`src/rtl/hadamard_sched.sv`:
```
// rtl/hadamard_sched.sv - applies a single-qubit Hadamard across a state vector held in single-port RAM
//
// Purpose: for target qubit t, walks every amplitude pair (i0, i0 | 1<<t) with bit t of i0 clear.
//   Each pair is read, passed through the hadamard datapath and written back, 5 cycles per pair.
// Ports:
//   clk, rst               clock and synchronous active-high reset
//   start, target          one-cycle request and target qubit index, sampled in IDLE
//   busy, done, err        status: busy during an operation, done/err one-cycle pulses
//   mem_addr, mem_we,      state-vector RAM interface; read data arrives one cycle
//   mem_wdata, mem_rdata   after an address is presented with mem_we low
// Also holds the fixed-point helpers q_add, q_mul and the combinational hadamard datapath.

`ifndef FIXED_WIDTH
`define FIXED_WIDTH 16
`endif
`ifndef FIXED_FRAC
`define FIXED_FRAC 12
`endif
`ifndef SCALE_FACTOR
`define SCALE_FACTOR 4096
`endif
`ifndef FIXED_POINT_CONST_0_7071
`define FIXED_POINT_CONST_0_7071 2896
`endif

// Saturating add/subtract of two signed fixed-point words.
module q_add #(
  parameter int W = `FIXED_WIDTH
) (
  input  logic signed [W-1:0] a,
  input  logic signed [W-1:0] b,
  input  logic                sub,
  output logic signed [W-1:0] y
);
  logic [W:0] s;

  always_comb begin
    s = sub ? ({a[W-1], a} - {b[W-1], b}) : ({a[W-1], a} + {b[W-1], b});
    // Top two bits disagree only when the W-bit result overflowed.
    if (s[W] != s[W-1]) y = s[W] ? {1'b1, {(W-1){1'b0}}} : {1'b0, {(W-1){1'b1}}};
    else                y = s[W-1:0];
  end
endmodule

// Saturating fixed-point multiply; the product is floored (arithmetic shift) back to FRAC bits.
module q_mul #(
  parameter int W    = `FIXED_WIDTH,
  parameter int FRAC = `FIXED_FRAC
) (
  input  logic signed [W-1:0] a,
  input  logic signed [W-1:0] b,
  output logic signed [W-1:0] y
);
  localparam logic signed [2*W-1:0] MAXV = (2*W)'(2**(W-1) - 1);
  localparam logic signed [2*W-1:0] MINV = -MAXV - 1;

  logic signed [2*W-1:0] p;
  logic signed [2*W-1:0] sh;

  always_comb begin
    p  = a * b;
    sh = p >>> FRAC;
    if (sh > MAXV)      y = MAXV[W-1:0];
    else if (sh < MINV) y = MINV[W-1:0];
    else                y = sh[W-1:0];
  end
endmodule

// out_real = (in_real + in_imag) / sqrt2, out_imag = (in_real - in_imag) / sqrt2.
module hadamard #(
  parameter int W = `FIXED_WIDTH
) (
  input  logic signed [W-1:0] in_real,
  input  logic signed [W-1:0] in_imag,
  output logic signed [W-1:0] out_real,
  output logic signed [W-1:0] out_imag
);
  localparam logic signed [W-1:0] C = W'(`FIXED_POINT_CONST_0_7071);

  logic signed [W-1:0] sum;
  logic signed [W-1:0] diff;

  q_add #(.W(W)) u_sum  (.a(in_real), .b(in_imag), .sub(1'b0), .y(sum));
  q_add #(.W(W)) u_diff (.a(in_real), .b(in_imag), .sub(1'b1), .y(diff));
  q_mul #(.W(W)) u_mre  (.a(sum),  .b(C), .y(out_real));
  q_mul #(.W(W)) u_mim  (.a(diff), .b(C), .y(out_imag));
endmodule

module hadamard_sched #(
  parameter int NUM_QUBITS = 3,
  parameter int ADDR_W     = NUM_QUBITS,
  parameter int T_W        = 4
) (
  input  logic                           clk,
  input  logic                           rst,
  input  logic                           start,
  input  logic [T_W-1:0]                 target,
  output logic                           busy,
  output logic                           done,
  output logic                           err,
  output logic [ADDR_W-1:0]              mem_addr,
  output logic                           mem_we,
  output logic signed [`FIXED_WIDTH-1:0] mem_wdata,
  input  logic signed [`FIXED_WIDTH-1:0] mem_rdata
);
  localparam logic [T_W-1:0]    NQ     = T_W'(NUM_QUBITS);
  localparam logic [ADDR_W-1:0] LAST_K = ADDR_W'(2**(NUM_QUBITS-1) - 1);

  typedef enum logic [2:0] {IDLE, RD0, RD1, CAP, WR0, WR1, DONE, ERR} state_t;

  state_t                         state;
  logic [ADDR_W-1:0]              k;
  logic [T_W-1:0]                 t;
  logic signed [`FIXED_WIDTH-1:0] a;
  logic signed [`FIXED_WIDTH-1:0] b;
  logic signed [`FIXED_WIDTH-1:0] h_in_imag;
  logic signed [`FIXED_WIDTH-1:0] h_real;
  logic signed [`FIXED_WIDTH-1:0] h_imag;
  logic [ADDR_W-1:0]              i0;
  logic [ADDR_W-1:0]              i1;

  // Insert a zero at bit position tt of kk: bits below tt stay, bits above shift up by one.
  function automatic logic [ADDR_W-1:0] pair_i0(input logic [ADDR_W-1:0] kk,
                                                input logic [T_W-1:0]    tt);
    logic [ADDR_W-1:0] mask;
    mask = (ADDR_W'(1) << tt) - ADDR_W'(1);
    return ((kk & ~mask) << 1) | (kk & mask);
  endfunction

  assign i0 = pair_i0(k, t);
  assign i1 = i0 | (ADDR_W'(1) << t);

  // In CAP the second amplitude is still on mem_rdata; feeding it straight in lets
  // mem_wdata be registered on the way into WR0.
  assign h_in_imag = (state == CAP) ? mem_rdata : b;

  hadamard #(.W(`FIXED_WIDTH)) u_h (
    .in_real (a),
    .in_imag (h_in_imag),
    .out_real(h_real),
    .out_imag(h_imag)
  );

  always_ff @(posedge clk) begin
    if (rst) begin
      state     <= IDLE;
      k         <= '0;
      t         <= '0;
      a         <= '0;
      b         <= '0;
      busy      <= 1'b0;
      done      <= 1'b0;
      err       <= 1'b0;
      mem_we    <= 1'b0;
      mem_addr  <= '0;
      mem_wdata <= '0;
    end else begin
      done      <= 1'b0;
      err       <= 1'b0;
      mem_we    <= 1'b0;
      mem_addr  <= '0;
      mem_wdata <= '0;
      case (state)
        IDLE: begin
          if (start) begin
            if (target < NQ) begin
              t        <= target;
              k        <= '0;
              busy     <= 1'b1;
              mem_addr <= pair_i0('0, target);
              state    <= RD0;
            end else begin
              err   <= 1'b1;
              state <= ERR;
            end
          end
        end
        RD0: begin
          mem_addr <= i1;
          state    <= RD1;
        end
        RD1: begin
          a     <= mem_rdata;
          state <= CAP;
        end
        CAP: begin
          b         <= mem_rdata;
          mem_we    <= 1'b1;
          mem_addr  <= i0;
          mem_wdata <= h_real;
          state     <= WR0;
        end
        WR0: begin
          mem_we    <= 1'b1;
          mem_addr  <= i1;
          mem_wdata <= h_imag;
          state     <= WR1;
        end
        WR1: begin
          if (k == LAST_K) begin
            done  <= 1'b1;
            state <= DONE;
          end else begin
            k        <= k + ADDR_W'(1);
            mem_addr <= pair_i0(k + ADDR_W'(1), t);
            state    <= RD0;
          end
        end
        DONE: begin
          busy  <= 1'b0;
          state <= IDLE;
        end
        default: begin
          state <= IDLE;
        end
      endcase
    end
  end
endmodule

```
`config.mk`:
```
export PLATFORM = sky130hd
export DESIGN_NAME = hadamard_sched
export DESIGN_NICKNAME = d
export VERILOG_FILES = /design/src/rtl/hadamard_sched.sv
export SDC_FILE = /design/constraint.sdc
export NUM_CORES = 1
export LEC_CHECK = 0
export ABC_AREA = 1
export CAP_MARGIN = 10
export CORE_UTILIZATION = 60
export DETAILED_ROUTE_END_ITERATION = 6
export PLACE_DENSITY = 0.8
export SLEW_MARGIN = 30
export SYNTH_ARGS = -nofsm -noshare
export SYNTH_HDL_FRONTEND = slang
export SYNTH_HIERARCHICAL = 1
export SYNTH_SLANG_ARGS = --single-unit
```
`constraint.sdc`:
```
create_clock -name clk -period 8.92 [get_ports clk]
set_clock_uncertainty 0.05 [all_clocks]
set_input_delay 1.338 -clock clk [delete_from_list [all_inputs] [get_ports clk]]
set_output_delay 1.338 -clock clk [all_outputs]
set_load 0.01 [all_outputs]
```
==> results.yml <==
floorplanning:
  die_h_um: 214.4
  io_pins: 46
  floorplan.die.width_um: 214.4
  dieArea_um2: 45960
  num_rows: 77
  core_region_area_um2: 44320
  initial_core_util_pct: 61.06
critical_path:
  r2r_cells: 56
  rr_startpoint: "state[2]"
  startpoint_type: "input port"
  worst-setup-path-type: "in2reg"
  cp-end-kind: "register"
  crit_buf_inv: 13
  critical_path.reg2reg.endpoint: "mem_wdata[7]"
  critical-path-top-delay-family: "adder cells"
  critical_path_arrival_ps: 9440
  worst_ep_required_time_ps: 9150
  r2r_setup_slack_ps: 30
  slowest_delay_ps: 590
  critPathMaxFanout: 7
  cp_common_cell: "sky130_fd_sc_hd__nand2_1"
  crit_slowest_cell: "sky130_fd_sc_hd__fa_2"
worst_hold_path:
  worst_hold_endpoint: "t[3]"
  worstHoldStart: "t[3]"
  holdCritPathClass: "reg2reg"
  number_of_cells_traversed_by_the_worst_hold_path: 2
synthesis:
  synth_edf_count: 0
  synthDominantAreaCellType: "sky130_fd_sc_hd__fa_1"
  post_synthesis_instance_total: 3752
  syn_area_um2: 27060
  warnings_synthesis: 6
  synth-seq-area-share_pct: 4.808
  post-synth-top-area-fraction_pct: 38.76
  async_set_or_reset_register_ratio_after_synthesis_pct: 0
  number_of_flip_flops_and_latches_in_the_synthesized_netlist: 65
  synth_area_per_cell_um2: 7.213
  synthTopCellsByArea: "sky130_fd_sc_hd__fa_1 39%, sky130_fd_sc_hd__inv_1 15%, sky130_fd_sc_hd__nand2_1 14%"
  yosys_most_used_dff: "sky130_fd_sc_hd__dfxtp_1"
  ys_types: 54
layout:
  antennaDiodeCount: 0
  area_of_the_multi_input_gates_um2: 22740
  fillers: 3004
  final_nets: 4902
  layout-area-overhead-vs-synth_pct: 22.06
  drive_above_1_share_pct: 21.73
  register_area_um2: 1301
sta:
  rsz_0062_raised_after_global_routing: "true"
  setup_slack_ps: -293.9
  drv_slew: 0
  max_slew_margin_pct: 31.97
  worst_pin_slew_ps: 1020
  clock.fmax_ghz: 0.1085
  post-route-period-util_pct: 103.3
  final_period_minus_worst_setup_slack_ps: 9214
  count_of_endpoints_failing_setup_in_the_final_report: 15
  report.final.hold_viol_count: 0
outcome:
  violations_in_the_final_reports: "negative setup slack"
  outcome: "complete, but fails checks"
clock_network:
  clock_sinks: 65
  clk_transition_reported_paths_ps: 60
  max-clock-path-buffers: 2
  clk_latency_ps: 370
  cts_htree_levels: 3
  post_cts_hold_buffer_count: 0
  cts.root.buffer_cell: "sky130_fd_sc_hd__clkbuf_16"
  cts_tree: "done"
  cts-buffers-inserted: 9
global_routing:
  pin_count_of_the_biggest_net_entering_global_routing: 43
  grt_overflow_total: 0
  initial_antenna_violation_count: 0
  grt_util_all_layers_pct: 32.95
  first_global_vias: 25780
  first_pass_grt_wire_length_um: 122600
routing:
  vias: 24800
  number_of_detailed_routing_iterations_run_before_antenna_repair: 6
  viasPerCell: 5.213
  detail-route-antenna-nets: 0
  detail_route.drc_violations: 0
  wire_per_inst_um: 16.15
  drt-total-wl_um: 76830
  drt_iter0_markers: 2241
placement:
  detailedPlace.worstSlack_ps: -1142
  gp_congestion: 0.9696
  post-dp-hpwl_um: 59460
  port-buffer-count: 45
job:
  max-cap-violations: 0
==> tightest hold or removal path, cell delays in order, from the launching register on <==
cell and delay [ps]:
sky130_fd_sc_hd__dfxtp_1 320, sky130_fd_sc_hd__inv_1 70, sky130_fd_sc_hd__nor3_1 50
==> synth_stat cells (3+ instances only) <==
cell type and n:
sky130_fd_sc_hd__a21oi_1 94, sky130_fd_sc_hd__o21bai_1 9, sky130_fd_sc_hd__nor2_2 11, sky130_fd_sc_hd__buf_4 4, sky130_fd_sc_hd__inv_1 1066, sky130_fd_sc_hd__xnor2_1 34
sky130_fd_sc_hd__o21ai_4 3, sky130_fd_sc_hd__nor4_1 4, sky130_fd_sc_hd__and2_1 6, sky130_fd_sc_hd__nor3_1 15, sky130_fd_sc_hd__a31oi_1 8, sky130_fd_sc_hd__ha_1 195
sky130_fd_sc_hd__a21oi_2 5, sky130_fd_sc_hd__nand2_1 1028, sky130_fd_sc_hd__or2_2 17, sky130_fd_sc_hd__dfxtp_1 65, sky130_fd_sc_hd__nor2_4 3, sky130_fd_sc_hd__nor2_1 193
sky130_fd_sc_hd__nand4_1 12, sky130_fd_sc_hd__o21ai_2 10, sky130_fd_sc_hd__nand2_2 50, sky130_fd_sc_hd__fa_1 524, sky130_fd_sc_hd__buf_6 5, sky130_fd_sc_hd__clkbuf_1 117
sky130_fd_sc_hd__xor2_1 60, sky130_fd_sc_hd__nand3_1 55, sky130_fd_sc_hd__inv_2 13, sky130_fd_sc_hd__nand2_4 13, sky130_fd_sc_hd__or2_1 12, sky130_fd_sc_hd__o21ai_1 5
sky130_fd_sc_hd__o21ai_0 59, sky130_fd_sc_hd__nand3b_1 7, sky130_fd_sc_hd__a21o_1 5, sky130_fd_sc_hd__nand3_2 16
==> metal layers <==
layer / global-route usage [%] / up-vias / routed length (um)
li1: - / 11440 / -
met1: 40.83 / 11880 / 29090
met2: 57.74 / 1158 / 38260
met3: 3.986 / 318 / 5283
met4: 14.60 / 0 / 4196
met5: 0 / - / 0
==> layout by cell type (no fill, tap or decap), types with 7 or more instances in the layout <==
cell type,count
sky130_fd_sc_hd__a21oi_1,55
sky130_fd_sc_hd__a21oi_2,43
sky130_fd_sc_hd__a31oi_1,7
sky130_fd_sc_hd__buf_4,411
sky130_fd_sc_hd__buf_6,24
sky130_fd_sc_hd__clkbuf_16,9
sky130_fd_sc_hd__clkdlybuf4s50_1,31
sky130_fd_sc_hd__conb_1,48
sky130_fd_sc_hd__dfxtp_1,65
sky130_fd_sc_hd__fa_1,495
sky130_fd_sc_hd__fa_2,29
sky130_fd_sc_hd__ha_1,155
sky130_fd_sc_hd__ha_4,37
sky130_fd_sc_hd__inv_1,1026
sky130_fd_sc_hd__inv_2,50
sky130_fd_sc_hd__nand2_1,944
sky130_fd_sc_hd__nand2_2,107
sky130_fd_sc_hd__nand2_4,38
sky130_fd_sc_hd__nand3_1,47
sky130_fd_sc_hd__nand3_2,19
sky130_fd_sc_hd__nand3b_1,7
sky130_fd_sc_hd__nand4_1,12
sky130_fd_sc_hd__nor2_1,163
sky130_fd_sc_hd__nor2_2,29
sky130_fd_sc_hd__nor2_4,15
sky130_fd_sc_hd__nor3_1,8
sky130_fd_sc_hd__nor3_2,7
sky130_fd_sc_hd__o21ai_0,42
sky130_fd_sc_hd__o21ai_1,16
sky130_fd_sc_hd__o21ai_2,14
sky130_fd_sc_hd__o21bai_1,9
sky130_fd_sc_hd__or2_1,12
sky130_fd_sc_hd__or2_2,17
sky130_fd_sc_hd__xnor2_1,33
sky130_fd_sc_hd__xor2_1,57
==> how the worst max path moves through the flow <==
| stage | startpoint | end | slack [ps] | cells past startpoint |
|---|---|---|---|---|
| after CTS | mem_rdata[1] | mem_wdata[4] | -20 | 54 |
| after global placement | mem_rdata[0] | mem_wdata[0] | -930 | 48 |
| after detailed placement | mem_rdata[0] | mem_wdata[2] | -1140 | 48 |
| final | mem_rdata[0] | mem_wdata[7] | -290 | 53 |
| after floorplan | mem_rdata[0] | mem_wdata[11] | 6 | 54 |
| after global routing | mem_rdata[0] | mem_wdata[7] | -710 | 50 |
==> cells by family (layout without fill, tap and decap cells) <==
logic type	count (synthesis)	count (layout)	synth area share (%)
AOI/OAI and AO/OA	206	207	4.415
and+or+nand+nor	1450	1453	22.64
adders and majority gates	719	719	47.78
DFF	65	65	4.808
other	2	48	0.02775
xor gates and xnor gates	94	94	3.042
buffers and inverters	1216	1579	17.29
==> per-stage QoR <==
| stage | std cells | area (um2) | utilization, % | setup TNS (ps) | hold WS [ps] |
|---|---|---|---|---|---|
| 2_1_floorplan | 3798 | 27320 | - | 0 | 388.3 |
| 3_3_place_gp | 4671 | 30650 | 69.17 | -13730 | 399.0 |
| 3_5_place_dp | 4671 | 30650 | 69.17 | -16860 | 408.6 |
| 4_1_cts | 4734 | 32120 | 72.47 | -45.71 | 418.1 |
| 5_1_grt | 4757 | 33030 | 74.54 | -9546 | 452.4 |
| 6_report | 4757 | 33030 | 74.54 | -3434 | 426.6 |
==> flip-flops by register name, summed over array words and instances, names as in the netlist <==
| signal | cells |
|---|---|
| b | 16 |
| mem_wdata | 16 |
| done | 1 |
| mem_addr | 3 |
| k | 3 |
| err | 1 |
| busy | 1 |
| t | 4 |
| mem_we | 1 |
| a | 16 |
| state | 3 |
==> layout make-up <==
class | count | share of cell area [%]
Multi-Input combinational cell | 2521 | 68.83
Inverter | 1080 | 12.31
Clock buffer | 9 | 0.6818
Timing Repair Buffer | 483 | 11.74
Sequential cell | 65 | 3.939
Clock inverter | 7 | 0.2576
Tap cell | 592 | 2.242
==> repair_timing <==
| action | in CTS | in global routing |
|---|---|---|
| cloned | 3 | 1 |
| setup buffers | 44 | 22 |
| gates resized for setup | 220 | 202 |
| endpoints found under the hold margin | 0 | 0 |
| endpoints found under the setup margin | 16 | 16 |
| pin swaps | 127 | 135 |
Power is left out: the tool's default activity adds up to more than one toggle a clock period on the data nets, which glitch-free logic cannot reach.
